File: src/rtl/multicycle_ctrl_if.sv
// Control bundle between the multicycle sequencer and the shared RV64I datapath.
// The master (controller) consumes opcode/flags/handshake and drives every select and enable.
interface multicycle_ctrl_if #(
  parameter int CNT_W = 32
);
  logic [6:0]       opcode;
  logic             zero;
  logic             mem_ready;
  logic             mem_req;
  logic             mem_we;
  logic             iord;
  logic             ir_write;
  logic             pc_write;
  logic             pc_src;
  logic             reg_write;
  logic             mem_to_reg;
  logic             alu_src_a;
  logic [1:0]       alu_src_b;
  logic [1:0]       alu_op;
  logic [3:0]       state;
  logic             illegal;
  logic             bus_err;
  logic [CNT_W-1:0] instr_retired;

  modport master (
    input  opcode, zero, mem_ready,
    output mem_req, mem_we, iord, ir_write, pc_write, pc_src, reg_write,
           mem_to_reg, alu_src_a, alu_src_b, alu_op, state, illegal,
           bus_err, instr_retired
  );

  modport slave (
    output opcode, zero, mem_ready,
    input  mem_req, mem_we, iord, ir_write, pc_write, pc_src, reg_write,
           mem_to_reg, alu_src_a, alu_src_b, alu_op, state, illegal,
           bus_err, instr_retired
  );
endinterface

File: src/rtl/multicycle_ctrl.sv
// Multicycle control FSM for a shared non-pipelined RV64I datapath: sequences
// fetch/decode/execute/memory/write-back, waits on memory with a timeout, counts retirements.
module multicycle_ctrl #(
  parameter int CNT_W       = 32,
  parameter int MEM_TIMEOUT = 16
) (
  input  logic               clk,
  input  logic               rst,
  multicycle_ctrl_if.master  bus
);

  localparam int WAIT_W = (MEM_TIMEOUT < 2) ? 1 : $clog2(MEM_TIMEOUT + 1);

  localparam logic [6:0] OP_R  = 7'b0110011;
  localparam logic [6:0] OP_I  = 7'b0010011;
  localparam logic [6:0] OP_LD = 7'b0000011;
  localparam logic [6:0] OP_ST = 7'b0100011;
  localparam logic [6:0] OP_BR = 7'b1100011;

  typedef enum logic [3:0] {
    FETCH    = 4'd0,
    DECODE   = 4'd1,
    MEM_ADDR = 4'd2,
    MEM_RD   = 4'd3,
    MEM_WB   = 4'd4,
    MEM_WR   = 4'd5,
    EXEC_R   = 4'd6,
    EXEC_I   = 4'd7,
    ALU_WB   = 4'd8,
    BRANCH   = 4'd9,
    HALT     = 4'd10
  } state_t;

  typedef struct packed {
    logic       mem_req;
    logic       mem_we;
    logic       iord;
    logic       pc_src;
    logic       reg_write;
    logic       mem_to_reg;
    logic       alu_src_a;
    logic [1:0] alu_src_b;
    logic [1:0] alu_op;
  } ctl_t;

  state_t              state_q;
  state_t              nxt;
  ctl_t                ctl_q;
  logic [WAIT_W-1:0]   wcnt;
  logic [CNT_W-1:0]    retired;
  logic                illegal_q;
  logic                bus_err_q;
  logic                set_illegal;
  logic                set_bus_err;
  logic                retire;
  logic                mem_wait;
  logic                timeout_hit;

  // Moore outputs of a state; registered against the next state so they line up with state_q.
  function automatic ctl_t decode_ctl(input state_t s);
    ctl_t c;
    c = '0;
    case (s)
      FETCH: begin
        c.mem_req   = 1'b1;
        c.alu_src_b = 2'b01;
      end
      DECODE: begin
        c.alu_src_b = 2'b10;
      end
      MEM_ADDR: begin
        c.alu_src_a = 1'b1;
        c.alu_src_b = 2'b10;
      end
      MEM_RD: begin
        c.mem_req = 1'b1;
        c.iord    = 1'b1;
      end
      MEM_WB: begin
        c.reg_write  = 1'b1;
        c.mem_to_reg = 1'b1;
      end
      MEM_WR: begin
        c.mem_req = 1'b1;
        c.mem_we  = 1'b1;
        c.iord    = 1'b1;
      end
      EXEC_R: begin
        c.alu_src_a = 1'b1;
        c.alu_op    = 2'b10;
      end
      EXEC_I: begin
        c.alu_src_a = 1'b1;
        c.alu_src_b = 2'b10;
        c.alu_op    = 2'b10;
      end
      ALU_WB: begin
        c.reg_write = 1'b1;
      end
      BRANCH: begin
        c.alu_src_a = 1'b1;
        c.alu_op    = 2'b01;
        c.pc_src    = 1'b1;
      end
      default: c = '0;
    endcase
    return c;
  endfunction

  always_comb begin
    nxt         = state_q;
    set_illegal = 1'b0;
    set_bus_err = 1'b0;
    retire      = 1'b0;
    mem_wait    = 1'b0;
    timeout_hit = 1'b0;
    case (state_q)
      FETCH: begin
        if (bus.mem_ready) nxt = DECODE;
        else               mem_wait = 1'b1;
      end
      DECODE: begin
        case (bus.opcode)
          OP_R:         nxt = EXEC_R;
          OP_I:         nxt = EXEC_I;
          OP_LD, OP_ST: nxt = MEM_ADDR;
          OP_BR:        nxt = BRANCH;
          default: begin
            nxt         = HALT;
            set_illegal = 1'b1;
          end
        endcase
      end
      MEM_ADDR: nxt = (bus.opcode == OP_LD) ? MEM_RD : MEM_WR;
      MEM_RD: begin
        if (bus.mem_ready) nxt = MEM_WB;
        else               mem_wait = 1'b1;
      end
      MEM_WB: begin
        nxt    = FETCH;
        retire = 1'b1;
      end
      MEM_WR: begin
        if (bus.mem_ready) begin
          nxt    = FETCH;
          retire = 1'b1;
        end else begin
          mem_wait = 1'b1;
        end
      end
      EXEC_R, EXEC_I: nxt = ALU_WB;
      ALU_WB, BRANCH: begin
        nxt    = FETCH;
        retire = 1'b1;
      end
      HALT: nxt = HALT;
      default: begin
        nxt         = HALT;
        set_illegal = 1'b1;
      end
    endcase
    // A ready on the limit cycle clears mem_wait, so a completing access always wins.
    if (mem_wait && (MEM_TIMEOUT != 0) && (wcnt == WAIT_W'(MEM_TIMEOUT))) begin
      timeout_hit = 1'b1;
      nxt         = HALT;
      set_bus_err = 1'b1;
    end
  end

  always_ff @(posedge clk) begin
    if (rst) begin
      state_q   <= FETCH;
      ctl_q     <= decode_ctl(FETCH);
      wcnt      <= '0;
      illegal_q <= 1'b0;
      bus_err_q <= 1'b0;
      retired   <= '0;
    end else begin
      state_q <= nxt;
      ctl_q   <= decode_ctl(nxt);
      wcnt    <= (mem_wait && !timeout_hit) ? wcnt + WAIT_W'(1) : '0;
      if (set_illegal) illegal_q <= 1'b1;
      if (set_bus_err) bus_err_q <= 1'b1;
      if (retire)      retired   <= retired + CNT_W'(1);
    end
  end

  // Enables are gated by rst so an access caught by reset never pulses a write.
  assign bus.mem_req    = ctl_q.mem_req   & ~rst;
  assign bus.mem_we     = ctl_q.mem_we    & ~rst;
  assign bus.reg_write  = ctl_q.reg_write & ~rst;
  assign bus.ir_write   = (state_q == FETCH) & bus.mem_ready & ~rst;
  assign bus.pc_write   = (((state_q == FETCH) & bus.mem_ready) |
                           ((state_q == BRANCH) & bus.zero)) & ~rst;
  assign bus.iord       = ctl_q.iord;
  assign bus.pc_src     = ctl_q.pc_src;
  assign bus.mem_to_reg = ctl_q.mem_to_reg;
  assign bus.alu_src_a  = ctl_q.alu_src_a;
  assign bus.alu_src_b  = ctl_q.alu_src_b;
  assign bus.alu_op     = ctl_q.alu_op;
  assign bus.state      = state_q;
  assign bus.illegal    = illegal_q;
  assign bus.bus_err    = bus_err_q;
  assign bus.instr_retired = retired;

endmodule
File: src/flat_wrapper.sv
// flat-port wrapper written by rule: the top's interface ports become plain ports
module multicycle_ctrl_flat 
#(
  parameter int CNT_W       = 32,
  parameter int MEM_TIMEOUT = 16
)
  (clk, rst, bus_opcode, bus_zero, bus_mem_ready, bus_mem_req, bus_mem_we, bus_iord, bus_ir_write, bus_pc_write, bus_pc_src, bus_reg_write, bus_mem_to_reg, bus_alu_src_a, bus_alu_src_b, bus_alu_op, bus_state, bus_illegal, bus_bus_err, bus_instr_retired);
  multicycle_ctrl_if #(.CNT_W(CNT_W)) bus_i ();
  input  logic clk;
  input  logic rst;
  input wire logic [$bits(bus_i.opcode)-1:0] bus_opcode;
  input wire logic [$bits(bus_i.zero)-1:0] bus_zero;
  input wire logic [$bits(bus_i.mem_ready)-1:0] bus_mem_ready;
  output wire logic [$bits(bus_i.mem_req)-1:0] bus_mem_req;
  output wire logic [$bits(bus_i.mem_we)-1:0] bus_mem_we;
  output wire logic [$bits(bus_i.iord)-1:0] bus_iord;
  output wire logic [$bits(bus_i.ir_write)-1:0] bus_ir_write;
  output wire logic [$bits(bus_i.pc_write)-1:0] bus_pc_write;
  output wire logic [$bits(bus_i.pc_src)-1:0] bus_pc_src;
  output wire logic [$bits(bus_i.reg_write)-1:0] bus_reg_write;
  output wire logic [$bits(bus_i.mem_to_reg)-1:0] bus_mem_to_reg;
  output wire logic [$bits(bus_i.alu_src_a)-1:0] bus_alu_src_a;
  output wire logic [$bits(bus_i.alu_src_b)-1:0] bus_alu_src_b;
  output wire logic [$bits(bus_i.alu_op)-1:0] bus_alu_op;
  output wire logic [$bits(bus_i.state)-1:0] bus_state;
  output wire logic [$bits(bus_i.illegal)-1:0] bus_illegal;
  output wire logic [$bits(bus_i.bus_err)-1:0] bus_bus_err;
  output wire logic [$bits(bus_i.instr_retired)-1:0] bus_instr_retired;
  assign bus_i.opcode = bus_opcode;
  assign bus_i.zero = bus_zero;
  assign bus_i.mem_ready = bus_mem_ready;
  assign bus_mem_req = bus_i.mem_req;
  assign bus_mem_we = bus_i.mem_we;
  assign bus_iord = bus_i.iord;
  assign bus_ir_write = bus_i.ir_write;
  assign bus_pc_write = bus_i.pc_write;
  assign bus_pc_src = bus_i.pc_src;
  assign bus_reg_write = bus_i.reg_write;
  assign bus_mem_to_reg = bus_i.mem_to_reg;
  assign bus_alu_src_a = bus_i.alu_src_a;
  assign bus_alu_src_b = bus_i.alu_src_b;
  assign bus_alu_op = bus_i.alu_op;
  assign bus_state = bus_i.state;
  assign bus_illegal = bus_i.illegal;
  assign bus_bus_err = bus_i.bus_err;
  assign bus_instr_retired = bus_i.instr_retired;
  multicycle_ctrl #(.CNT_W(CNT_W), .MEM_TIMEOUT(MEM_TIMEOUT)) u_core (.clk(clk), .rst(rst), .bus(bus_i));
endmodule
File: config.mk
export PLATFORM = sky130hd
export DESIGN_NAME = multicycle_ctrl_flat
export DESIGN_NICKNAME = d
export VERILOG_FILES = /design/src/rtl/multicycle_ctrl_if.sv /design/src/rtl/multicycle_ctrl.sv /design/src/flat_wrapper.sv
export SDC_FILE = /design/constraint.sdc
export NUM_CORES = 1
export LEC_CHECK = 0
export ABC_AREA = 1
export ABC_CLOCK_PERIOD_IN_PS = 2900
export CORE_ASPECT_RATIO = 1.75
export CORE_UTILIZATION = 35
export DETAILED_ROUTE_END_ITERATION = 10
export PLACE_DENSITY_LB_ADDON = 0.25
export SLEW_MARGIN = 20
export SYNTH_ARGS = -nofsm -noshare
export SYNTH_HDL_FRONTEND = slang
export SYNTH_SLANG_ARGS = --single-unit
File: constraint.sdc
create_clock -name clk -period 2.9 [get_ports clk]
set_clock_uncertainty 0.05 [all_clocks]
set_input_delay 0.725 -clock clk [delete_from_list [all_inputs] [get_ports clk]]
set_output_delay 0.725 -clock clk [all_outputs]
set_load 0.02 [all_outputs]
; After elaboration in Yosys (flattened, before gate mapping)
; Index checks and enable logic that the tools add are counted.
[op_classes]
n_addsub = 2
multipliers = 0
div_mod_pow = 0
n_lt_le_gt_ge = 0
n_eq_ne = 25
n_shift = 0
n_mux = 23
n_bitwise = 10
reduce_logical = 18
[op_table]
columns = operator, n
row1 = "32-bit by 1-bit adder with 32-bit output, second input constant", 1
row2 = "4-bit by 3-bit equality test with 1-bit output, second input constant", 8
row3 = 4-bit case mux with 7 select lines, 1
row4 = "4-bit equality test, second input constant", 5
row5 = "4-bit by 2-bit equality test with 1-bit output, second input constant", 4
row6 = 4-bit two-way mux, 4
row7 = 4-bit case mux with 4 select lines, 1
row8 = "7-bit by 6-bit equality test with 1-bit output, second input constant", 2
row9 = 1-bit two-way mux, 12
row10 = 2-bit OR reduction, 6
row11 = 3-bit OR reduction, 4
row12 = 10-bit OR reduction, 1
row13 = "4-bit by 1-bit equality test with 1-bit output, second input constant", 2
row14 = 4-bit zero test, 2
row15 = 2-bit case mux with 2 select lines, 2
row16 = 1-bit AND, 7
row17 = "7-bit by 2-bit equality test with 1-bit output, second input constant", 1
row18 = "7-bit by 5-bit equality test with 1-bit output, second input constant", 1
row19 = "7-bit equality test, second input constant", 1
row20 = "5-bit by 1-bit adder with 5-bit output, second input constant", 1
row21 = "5-bit equality test, second input constant", 1
row22 = 5-bit OR reduction, 1
row23 = 1-bit case mux with 2 select lines, 2
row24 = 4-bit OR reduction, 1
row25 = other kinds (5), 7
[word_totals]
register_bits = 54
latch_bits = 0
ramBits = 0
rom_bits = 0
input_bits = 11
output_inout_bits = 51
memories = 0

; Depth between registers and ports, before layout
; Gate-level depths: netlist (run 1).
[depth]
ltp_word = 9
ltp_mapped = 13
ltp_nobuf = 12

; Worst setup path before layout (run 1)
; Ideal clock, no wire load.
[synth_timing]
path_kind = input-to-output
startpoint = input port rst
endpoint = output port bus_pc_write
arrival_time_ns = 1.470
required_ns = 2.125
path_slack_ns = 0.655
stages = 3
n_path_buf = 2
cell_sequence = clkbuf_1 clkbuf_1 a21oi_1
[synth_between]
elab_chain_len = 2
[synth_lines]
columns = element, line
row1 = "start, declared", flat_wrapper.sv:10  ; input logic rst;
row2 = 1-bit inverter, multicycle_ctrl.sv:194  ; ((state_q == BRANCH) & bus.zero)) & ~rst;
row3 = 1-bit AND, multicycle_ctrl.sv:194
row4 = "end, declared", flat_wrapper.sv:18  ; output wire logic [$bits(bus_i.pc_write)-1:0] bus_pc_write;
; Every way passes these cells.

; Worst setup path after layout (run 1)
[layout_timing]
startpoint = input port bus_mem_ready
endpoint = output port bus_ir_write
[layout_between]
elab_chain_len = 2
[layout_lines]
columns = element, line
row1 = "start, declared", flat_wrapper.sv:13  ; input wire logic [$bits(bus_i.mem_ready)-1:0] bus_mem_ready;
row2 = 1-bit AND (2 in series), multicycle_ctrl.sv:192  ; assign bus.ir_write = (state_q == FETCH) & bus.mem_ready & ~rst;
row3 = "end, declared", flat_wrapper.sv:17  ; output wire logic [$bits(bus_i.ir_write)-1:0] bus_ir_write;
; Every way passes these cells.

==> run metrics, run 1 <==
initial core utilization=36.3%; run status=complete, no violations; clock-pin slew on the worst setup and hold paths=0.07 ns; vertical extent of the die=125 um; Critical R2R Capture=u_core.bus.instr_retired[20]; end point of the most critical hold path=u_core.bus.illegal; Power Density=430 mW/mm2; library cell used as clock root buffer=clkbuf_16; worst r2r src=u_core.bus.instr_retired[0]; Resized Gates After CTS=1; Placed Instance Area=0.00378 mm2; number of hold-slack violations in the final timing report=0; hold bufs inserted after CTS=0; Seq/Total Area, Yosys=34.9%; endpoint arrival time on the critical path=2.01 ns; Remaining DRCs=0; total number of nets in the final design=564; number of flip-flops in the largest register=32; via count of the first global-routing pass=3170; largest net degree at the start of global routing=32; total routing usage reported by global routing=19.4%; leading cell types in the layout, fill and taps excluded=nand2_1 (142), nor2_1 (68), inv_1 (63); Cells after Synth=487; Hold Path Cell Cnt=1; total number of placement rows=44; count of endpoints failing setup in the final report=0; cell area after layout=0.00395 mm2; start-to-end type of the worst setup path=in -> out; worst-path fanout max=2; number of synthesized register bits=53; maximum clock rate=359 MHz; Hold Path Origin=u_core.bus.illegal; Via-to-Cell Ratio=4.84; number of DRC violations after detailed-routing iteration 0=116; final setup TNS=0 ns; number of buffers between clock root and the deepest sink=2; clock network power share=40.4%; filler instances=919; standard cell core area=0.00837 mm2; Critical Path Source=bus_mem_ready; flop-to-flop setup slack=0.95 ns; netlist area before placement=0.00304 mm2; maximum capacitance violations=0; aggregate routed wire length=8.38 mm; kind of end point of the critical path=output pin; transition time at the pin with the least slew margin=0.563 ns; most common cell after layout, fill and taps aside=nand2_1; horizontal die dimension=72.5 um; Leakage=1.54 nW; global-route wire length before repair=13.8 mm; required time worst endpoint=2.12 ns; share of the core filled with cells=47.2%; placer's final routability congestion estimate=0.932; initial antenna violation count=0; area of the die=0.00908 mm2; RSZ-0062 raised after global routing=false; startpoint type of the worst setup path=input pin; final slew viol count=0; clock latency on the worst-skew pair=0.29 ns; internal portion of total power=0.00126 W; estimated wirelength of the detail-placed design=6.71 mm; relative contribution of combinational cells to total power=14.6%; proportion of layout cells with a drive suffix above 1=5.81%; TritonCTS clock tree=built; register share of total power=45.0%; synthesis-to-layout area growth=30.0%; VDD IR-drop max=0.000381 V; Sink Count=53; total of buffers placed on input and output ports=61; sequential cell area=0.00106 mm2; Avg WL per Cell=12.6 um; Synthesized Nets=501; number of distinct library cells after synthesis=29; Sw Pwr=0.000445 W; GR Overflow Total=0; mean instance size in the synthesized netlist=6.24 um2; yosys synthesis warning count=0; cell depth of the worst flop-to-flop path=6; final worst path period need=2.79 ns; TritonRoute pass-1 iters=4; antenna-violating nets left=0; type of the most critical hold path=reg -> reg; Post-CTS Setup Bufs=0; combined area of the multi-input logic cells=0.00166 mm2; post-route clock period utilization=96.1%; IO Count=62; remaining max-slew budget at the tightest pin=62.4%; switching share of power=26.2%; number of CTS-inserted buffers=5; ant diodes=0; H-tree levels=2; via count=3223
## cells in the mapped netlist
master / count / share of area [%]
a21oi_4: 1 / 0.54
o21a_1: 1 / 0.25
nor2_4: 1 / 0.37
buf_4: 6 / 1.5
o211ai_1: 1 / 0.25
and3_1: 1 / 0.21
buf_2: 2 / 0.33
xor2_1: 7 / 2.0
nand4_1: 12 / 2.5
inv_2: 3 / 0.37
nor2_2: 5 / 1.0
nor2_1: 68 / 8.4
nand3b_4: 1 / 0.66
inv_1: 63 / 7.8
clkbuf_1: 5 / 0.62
nand3_1: 35 / 5.8
nand2_1: 142 / 18
nand2_2: 3 / 0.62
nand3_2: 1 / 0.33
nand3b_1: 5 / 1.2
o21ai_0: 14 / 2.3
nor3_2: 1 / 0.33
ha_1: 3 / 1.2
a211oi_1: 1 / 0.25
a31oi_1: 3 / 0.62
nor3_1: 17 / 2.8
dfxtp_1: 53 / 35
nor3b_1: 1 / 0.25
a21oi_1: 31 / 5.1
## power groups by stage
stage                     sequential [W]  clock [W]  combinational, W
final                           0.000765   0.000686          0.000249
after global placement          0.000783          0          0.000250
after floorplan                 0.000792          0          0.000153
after global routing            0.000768   0.000728          0.000278
after detailed placement        0.000783          0          0.000252
after CTS                       0.000766   0.000710          0.000253
## cell families (layout without fill, tap and decap cells)
group / Yosys count / in the layout / share of synthesized area, %
AOI/OAI and AO/OA: 52 / 52 / 9.30
adders and majority gates: 3 / 3 / 1.23
and+or+nand+nor: 293 / 293 / 42.0
buffers and inverters: 79 / 143 / 10.6
DFF: 53 / 53 / 34.9
xor gates and xnor gates: 7 / 7 / 2.02
## critical path: stages
cell and delay (ns):
clkdlybuf4s50_1 0.48, nand3_1 0.10, nor2_1 0.10, clkdlybuf4s50_1 0.60
## through the flow
stage | total power [W] | cells | worst slack, ns | hold WS, ns
2_1_floorplan | 0.000945 | 487 | 0.655 | 0.380
3_3_place_gp | 0.00103 | 658 | 0.0151 | 0.393
3_5_place_dp | 0.00104 | 658 | -0.0435 | 0.408
4_1_cts | 0.00173 | 666 | 0.000627 | 0.424
5_1_grt | 0.00177 | 666 | 0.0547 | 0.454
6_report | 0.00170 | 666 | 0.113 | 0.416
## layout make-up
class | count | share of cell area [%]
clock inverters | 3 | 1.17
repair buffers | 69 | 17.0
flip-flops and latches | 53 | 26.8
clock buffers | 5 | 3.16
inverters | 66 | 6.27
multi-input cells | 355 | 41.9
well taps | 115 | 3.64
## how the worst max path moves through the flow
stage | to | slack (ns) | cells after the start
after floorplan | bus_pc_write | 0.65 | 3
after global placement | bus_pc_write | 0.02 | 3
after detailed placement | bus_pc_write | -0.04 | 3
after CTS | bus_pc_write | 0.0006 | 4
after global routing | bus_ir_write | 0.05 | 4
final | bus_ir_write | 0.11 | 4
## layer usage
layer	GRT usage (%)	vias to the layer above	share of wire, %
met5	0	-	0
met3	2.58	25	3.6
met2	37.1	76	55
met1	18.8	1459	36
met4	11.4	0	5.0
li1	-	1663	-
Note: power is estimated with default switching activity, not from simulation.
==> inputs of run 2 (changes only) <==
Settings changed: ABC_CLOCK_PERIOD_IN_PS 2900 to unset, SETUP_SLACK_MARGIN set to 0.3.
==> run metrics, run 2 (synthesized netlist as in run 1, its figures left out) <==
run status=complete, no violations; Leakage=1.57 nW (+1.6%); aggregate routed wire length=8.43 mm (+0.63%); TritonCTS clock tree=built; final slew viol count=0 (unchanged); IO Count=62 (unchanged); placed cell count=658 (unchanged); remaining max-slew budget at the tightest pin=62.7% (+0.21 points); worst-path fanout max=2 (unchanged); kind of end point of the critical path=output pin; number of CTS-inserted buffers=5 (unchanged); standard cell core area=0.00837 mm2 (unchanged); ant diodes=0 (unchanged); initial antenna violation count=0 (unchanged); type of the most critical hold path=reg -> reg; number of DRC violations after detailed-routing iteration 0=105 (-9.5%); total routing usage reported by global routing=19.3% (about the same); vertical extent of the die=125 um (unchanged); RSZ-0062 raised after global routing=false; Post-Place Setup Slack=-0.0435 ns (unchanged); maximum capacitance violations=0 (unchanged); final std cells w/o fill=666 (unchanged); clock-pin slew on the worst setup and hold paths=0.07 ns (about the same); maximum clock rate=398 MHz (+11%); number of flip-flops in the largest register=32 (unchanged); number of hold-slack violations in the final timing report=0 (unchanged); GR Overflow Total=0 (unchanged); initial core utilization=36.3% (unchanged); Power Density=431 mW/mm2 (+0.17%); largest net degree at the start of global routing=32 (unchanged); library cell used as clock root buffer=clkbuf_16; leading cell types in the layout, fill and taps excluded=nand2_1 (142), nor2_1 (68), inv_1 (63); H-tree levels=2 (unchanged); via count=3228 (+0.16%); global-route wire length before repair=13.7 mm (-0.10%); VDD IR-drop max=0.000381 V (about the same); post-route clock period utilization=86.6% (-9.5 points); Avg WL per Cell=12.7 um (+0.63%); Via-to-Cell Ratio=4.85 (+0.16%); area of the die=0.00908 mm2 (unchanged); placer's final routability congestion estimate=0.932 (unchanged); Post-CTS Setup Bufs=0 (unchanged); total of buffers placed on input and output ports=61 (unchanged); count of endpoints failing setup in the final report=0 (unchanged); number of buffers between clock root and the deepest sink=2 (unchanged); total number of placement rows=44 (unchanged); Setup WS post-layout=0.390 ns (+0.276 ns); hold bufs inserted after CTS=0 (unchanged); transition time at the pin with the least slew margin=0.560 ns (-0.00308 ns); Sink Count=53 (unchanged); total number of nets in the final design=564 (unchanged); final worst path period need=2.51 ns (-0.276 ns); startpoint type of the worst setup path=input pin; horizontal die dimension=72.5 um (unchanged); proportion of layout cells with a drive suffix above 1=5.99% (+0.18 points); via count of the first global-routing pass=3166 (-0.13%); estimated wirelength of the detail-placed design=6.71 mm (unchanged); start-to-end type of the worst setup path=in -> out; Remaining DRCs=0 (unchanged); endpoint arrival time on the critical path=1.74 ns (-0.27 ns); most common cell after layout, fill and taps aside=nand2_1; synthesis-to-layout area growth=29.9%; clock latency on the worst-skew pair=0.29 ns (about the same); required time worst endpoint=2.12 ns (about the same); TritonRoute pass-1 iters=4 (unchanged); antenna-violating nets left=0 (unchanged)
[run 2: changes by cell type in the layout (fill, tap and decap cells not counted), sizes merged]
cell           previous run  this run
clkdlybuf4s50            59        55
clkbuf                    5         6
dlygate4sd2               1         3
dlymetal6s2s              1         2
[run 2: final cells by class]
type	instances	area (um2)
clock buffer	5	125
clock inverter	3	46.3
fill	925	4420
inverter	66	248
multi-input combinational	355	1660
sequential	53	1060
tap	115	144
timing repair buffer	69	667
[run 2: layer usage]
metal | global-route usage (%) | up-vias | routed length (um) | share of wire [%]
li1 | - | 1664 | - | -
met1 | 18.7 | 1458 | 3120 | 37
met2 | 37.1 | 80 | 4610 | 55
met3 | 2.58 | 26 | 271 | 3.2
met4 | 11.4 | 0 | 436 | 5.2
met5 | 0 | - | 0 | 0
[run 2: per-stage QoR]
step	setup TNS, ns	area [um2]	hold slack (ns)	utilization [%]	total power (W)
floorplan	0	3040	0.380	-	0.000945
global placement	0	3780	0.393	45.2	0.00103
detailed placement	-0.0435	3780	0.408	45.2	0.00104
CTS	0	3950	0.424	47.2	0.00173
global route	0	3950	0.454	47.2	0.00177
finish	0	3950	0.416	47.2	0.00170
[run 2: critical path, stage by stage]
cell             delay [ns]
clkdlybuf4s50_1        0.48
nand3_1                0.10
nor2_1                 0.10
dlygate4sd2_1          0.33
[run 2: power by group]
group          internal, W  switching (W)  leakage, nW
Sequential        0.000749      0.0000164        0.429
Clock             0.000409       0.000280       0.0800
Combinational    0.0000948       0.000152         1.06
Total              0.00125       0.000448         1.57
[run 2: what timing repair did]
item | 4_1_cts | 5_1_grt
endpoints found under the setup margin | 5 | 3
hold endpoints to repair | 0 | 0
gates resized for setup | 4 | 4
[run 2: worst paths after layout]
check                              start                      endpoint  slack (ns)  cells past startpoint
max                        bus_mem_ready                  bus_ir_write        0.39                      4
min                   u_core.bus.illegal            u_core.bus.illegal        0.42                      1
max reg2reg  u_core.bus.instr_retired[0]  u_core.bus.instr_retired[20]        0.95                      6
min reg2reg           u_core.bus.illegal            u_core.bus.illegal        0.42                      1
==> inputs of run 3 (changes only) <==
Settings changed: CELL_PAD_IN_SITES_DETAIL_PLACEMENT set to 1, CELL_PAD_IN_SITES_GLOBAL_PLACEMENT set to 1, CORE_MARGIN set to 1.5.
==> run metrics, run 3 (synthesized netlist as in run 1, its figures left out) <==
run status=complete, no violations; total number of nets in the final design=563 (-0.18%); transition time at the pin with the least slew margin=0.467 ns (-0.0929 ns); leading cell types in the layout, fill and taps excluded=nand2_1 (142), nor2_1 (68), inv_1 (63); H-tree levels=2 (unchanged); final setup TNS=0 ns (unchanged); Sink Count=53 (unchanged); horizontal die dimension=73.5 um (+1.4%); number of buffers and inverters on the critical path=2 (unchanged); estimated wirelength of the detail-placed design=7.87 mm (+17%); Power Density=419 mW/mm2 (-2.7%); total of buffers placed on input and output ports=61 (unchanged); Leakage=1.54 nW (-1.6%); IO Count=62 (unchanged); VDD IR-drop max=0.000286 V (-25%); global-route wire length before repair=15.9 mm (+16%); RSZ-0062 raised after global routing=false; proportion of layout cells with a drive suffix above 1=5.82% (-0.17 points); clock-pin slew on the worst setup and hold paths=0.08 ns (about the same); total routing usage reported by global routing=22.1% (+2.8 points); count of endpoints failing setup in the final report=0 (unchanged); number of DRC violations after detailed-routing iteration 0=86 (-18%); post-route clock period utilization=86.3% (-0.27 points); total number of placement rows=44 (unchanged); Worst path slowest cell=clkdlybuf4s50_1; type of the most critical hold path=reg -> reg; kind of end point of the critical path=output pin; number of buffers between clock root and the deepest sink=2 (unchanged); standard cell core area=0.00837 mm2 (unchanged); maximum clock rate=400 MHz (+0.31%); final worst path period need=2.50 ns (-0.00780 ns); largest net degree at the start of global routing=33 (+3.1%); library cell used as clock root buffer=clkbuf_16; Via-to-Cell Ratio=5.05 (+4.1%); share of the core filled with cells=46.8% (-0.37 points); synthesis-to-layout area growth=28.8%; endpoint arrival time on the critical path=1.73 ns (about the same); required time worst endpoint=2.12 ns (about the same); placer's final routability congestion estimate=0.958 (+2.8%); delay of the slowest cell on the worst path=0.48 ns (about the same); ant diodes=0 (unchanged); aggregate routed wire length=9.68 mm (+15%); start-to-end type of the worst setup path=in -> out; remaining max-slew budget at the tightest pin=68.8% (+6.1 points); startpoint type of the worst setup path=input pin; TritonCTS clock tree=built; maximum capacitance violations=0 (unchanged); TritonRoute pass-1 iters=5 (+1); final slew viol count=0 (unchanged); number of hold-slack violations in the final timing report=0 (unchanged); area of the die=0.00928 mm2 (+2.2%); number of CTS-inserted buffers=5 (unchanged); via count=3355 (+3.9%); via count of the first global-routing pass=3538 (+12%); vertical extent of the die=126 um (+0.80%); hold bufs inserted after CTS=0 (unchanged); GR Overflow Total=0 (unchanged); worst-path fanout max=2 (unchanged); most common cell after layout, fill and taps aside=nand2_1; Avg WL per Cell=14.6 um (+15%); antenna-violating nets left=0 (unchanged); Remaining DRCs=0 (unchanged); clock latency on the worst-skew pair=0.30 ns (about the same); initial antenna violation count=0 (unchanged); list of cells traversed by the critical path=clkdlybuf4s50_1 -> nand3_1 -> nor2_1 -> dlygate4sd2_1; initial core utilization=36.3% (unchanged); number of flip-flops in the largest register=32 (unchanged); cell type group with the largest total delay on the critical path=buffers and inverters
run 3: cell count changes in the layout (fill, tap and decap cells not counted):
cell / delta
buf_4: -1
bufinv_16: -1
clkinv_4: +1
clkinvlp_4: -1
dlygate4sd2_1: +1
dlymetal6s2s_1: -1
inv_6: +1
run 3: routing by layer:
metal / part of all wire [%] / global-route usage [%]
met5: 0 / 0
met4: 6.0 / 13.9
met3: 2.9 / 2.78
met2: 57 / 44.2
met1: 34 / 19.1
run 3: through the flow:
stage	hold WS [ns]	setup slack, ns	cell area, um2	power, W	std cells
after CTS	0.407	0.320	3920	0.00166	665
after detailed placement	0.396	0.0429	3770	0.00104	657
final	0.403	0.397	3920	0.00164	665
after global placement	0.393	0.0606	3770	0.00104	657
after global routing	0.419	0.304	3920	0.00171	665
after floorplan	0.380	0.655	3040	0.000945	487
run 3: timing repair:
item,CTS,global route
buffers inserted,0,0
setup endpoints to repair,5,3
resized for setup,5,3
run 3: where the power goes:
part           total (W)  internal [W]  switching, W
Clock           0.000620      0.000327      0.000294
Sequential      0.000766      0.000749     0.0000171
Combinational   0.000255     0.0000946      0.000161
run 3: final timing paths:
| path | depth (start not counted) | slack, ns | to | startpoint |
|---|---|---|---|---|
| worst max-delay path | 4 | 0.40 | bus_ir_write | bus_mem_ready |
| worst min-delay path | 2 | 0.40 | u_core.bus.bus_err | u_core.bus.bus_err |
| worst max register to register | 6 | 0.92 | u_core.bus.instr_retired[20] | u_core.bus.instr_retired[0] |
| worst min register to register | 2 | 0.40 | u_core.bus.bus_err | u_core.bus.bus_err |
run 3: layout make-up:
class                   count  area [um2]
clock buffers               5         125
clock inverters             3        26.3
fillers                  1173        4450
inverters                  66         248
multi-input cells         355        1660
flip-flops and latches     53        1060
well taps                 115         144
repair buffers             68         656
run 3: worst register-to-register path, cell delays in order, from the launching register on:
cell,delay (ns)
dfxtp_1,0.42
ha_1,0.31
nand3_1,0.22
nor3_1,0.44
nand4_1,0.18
xor2_1,0.19
nor2_1,0.05
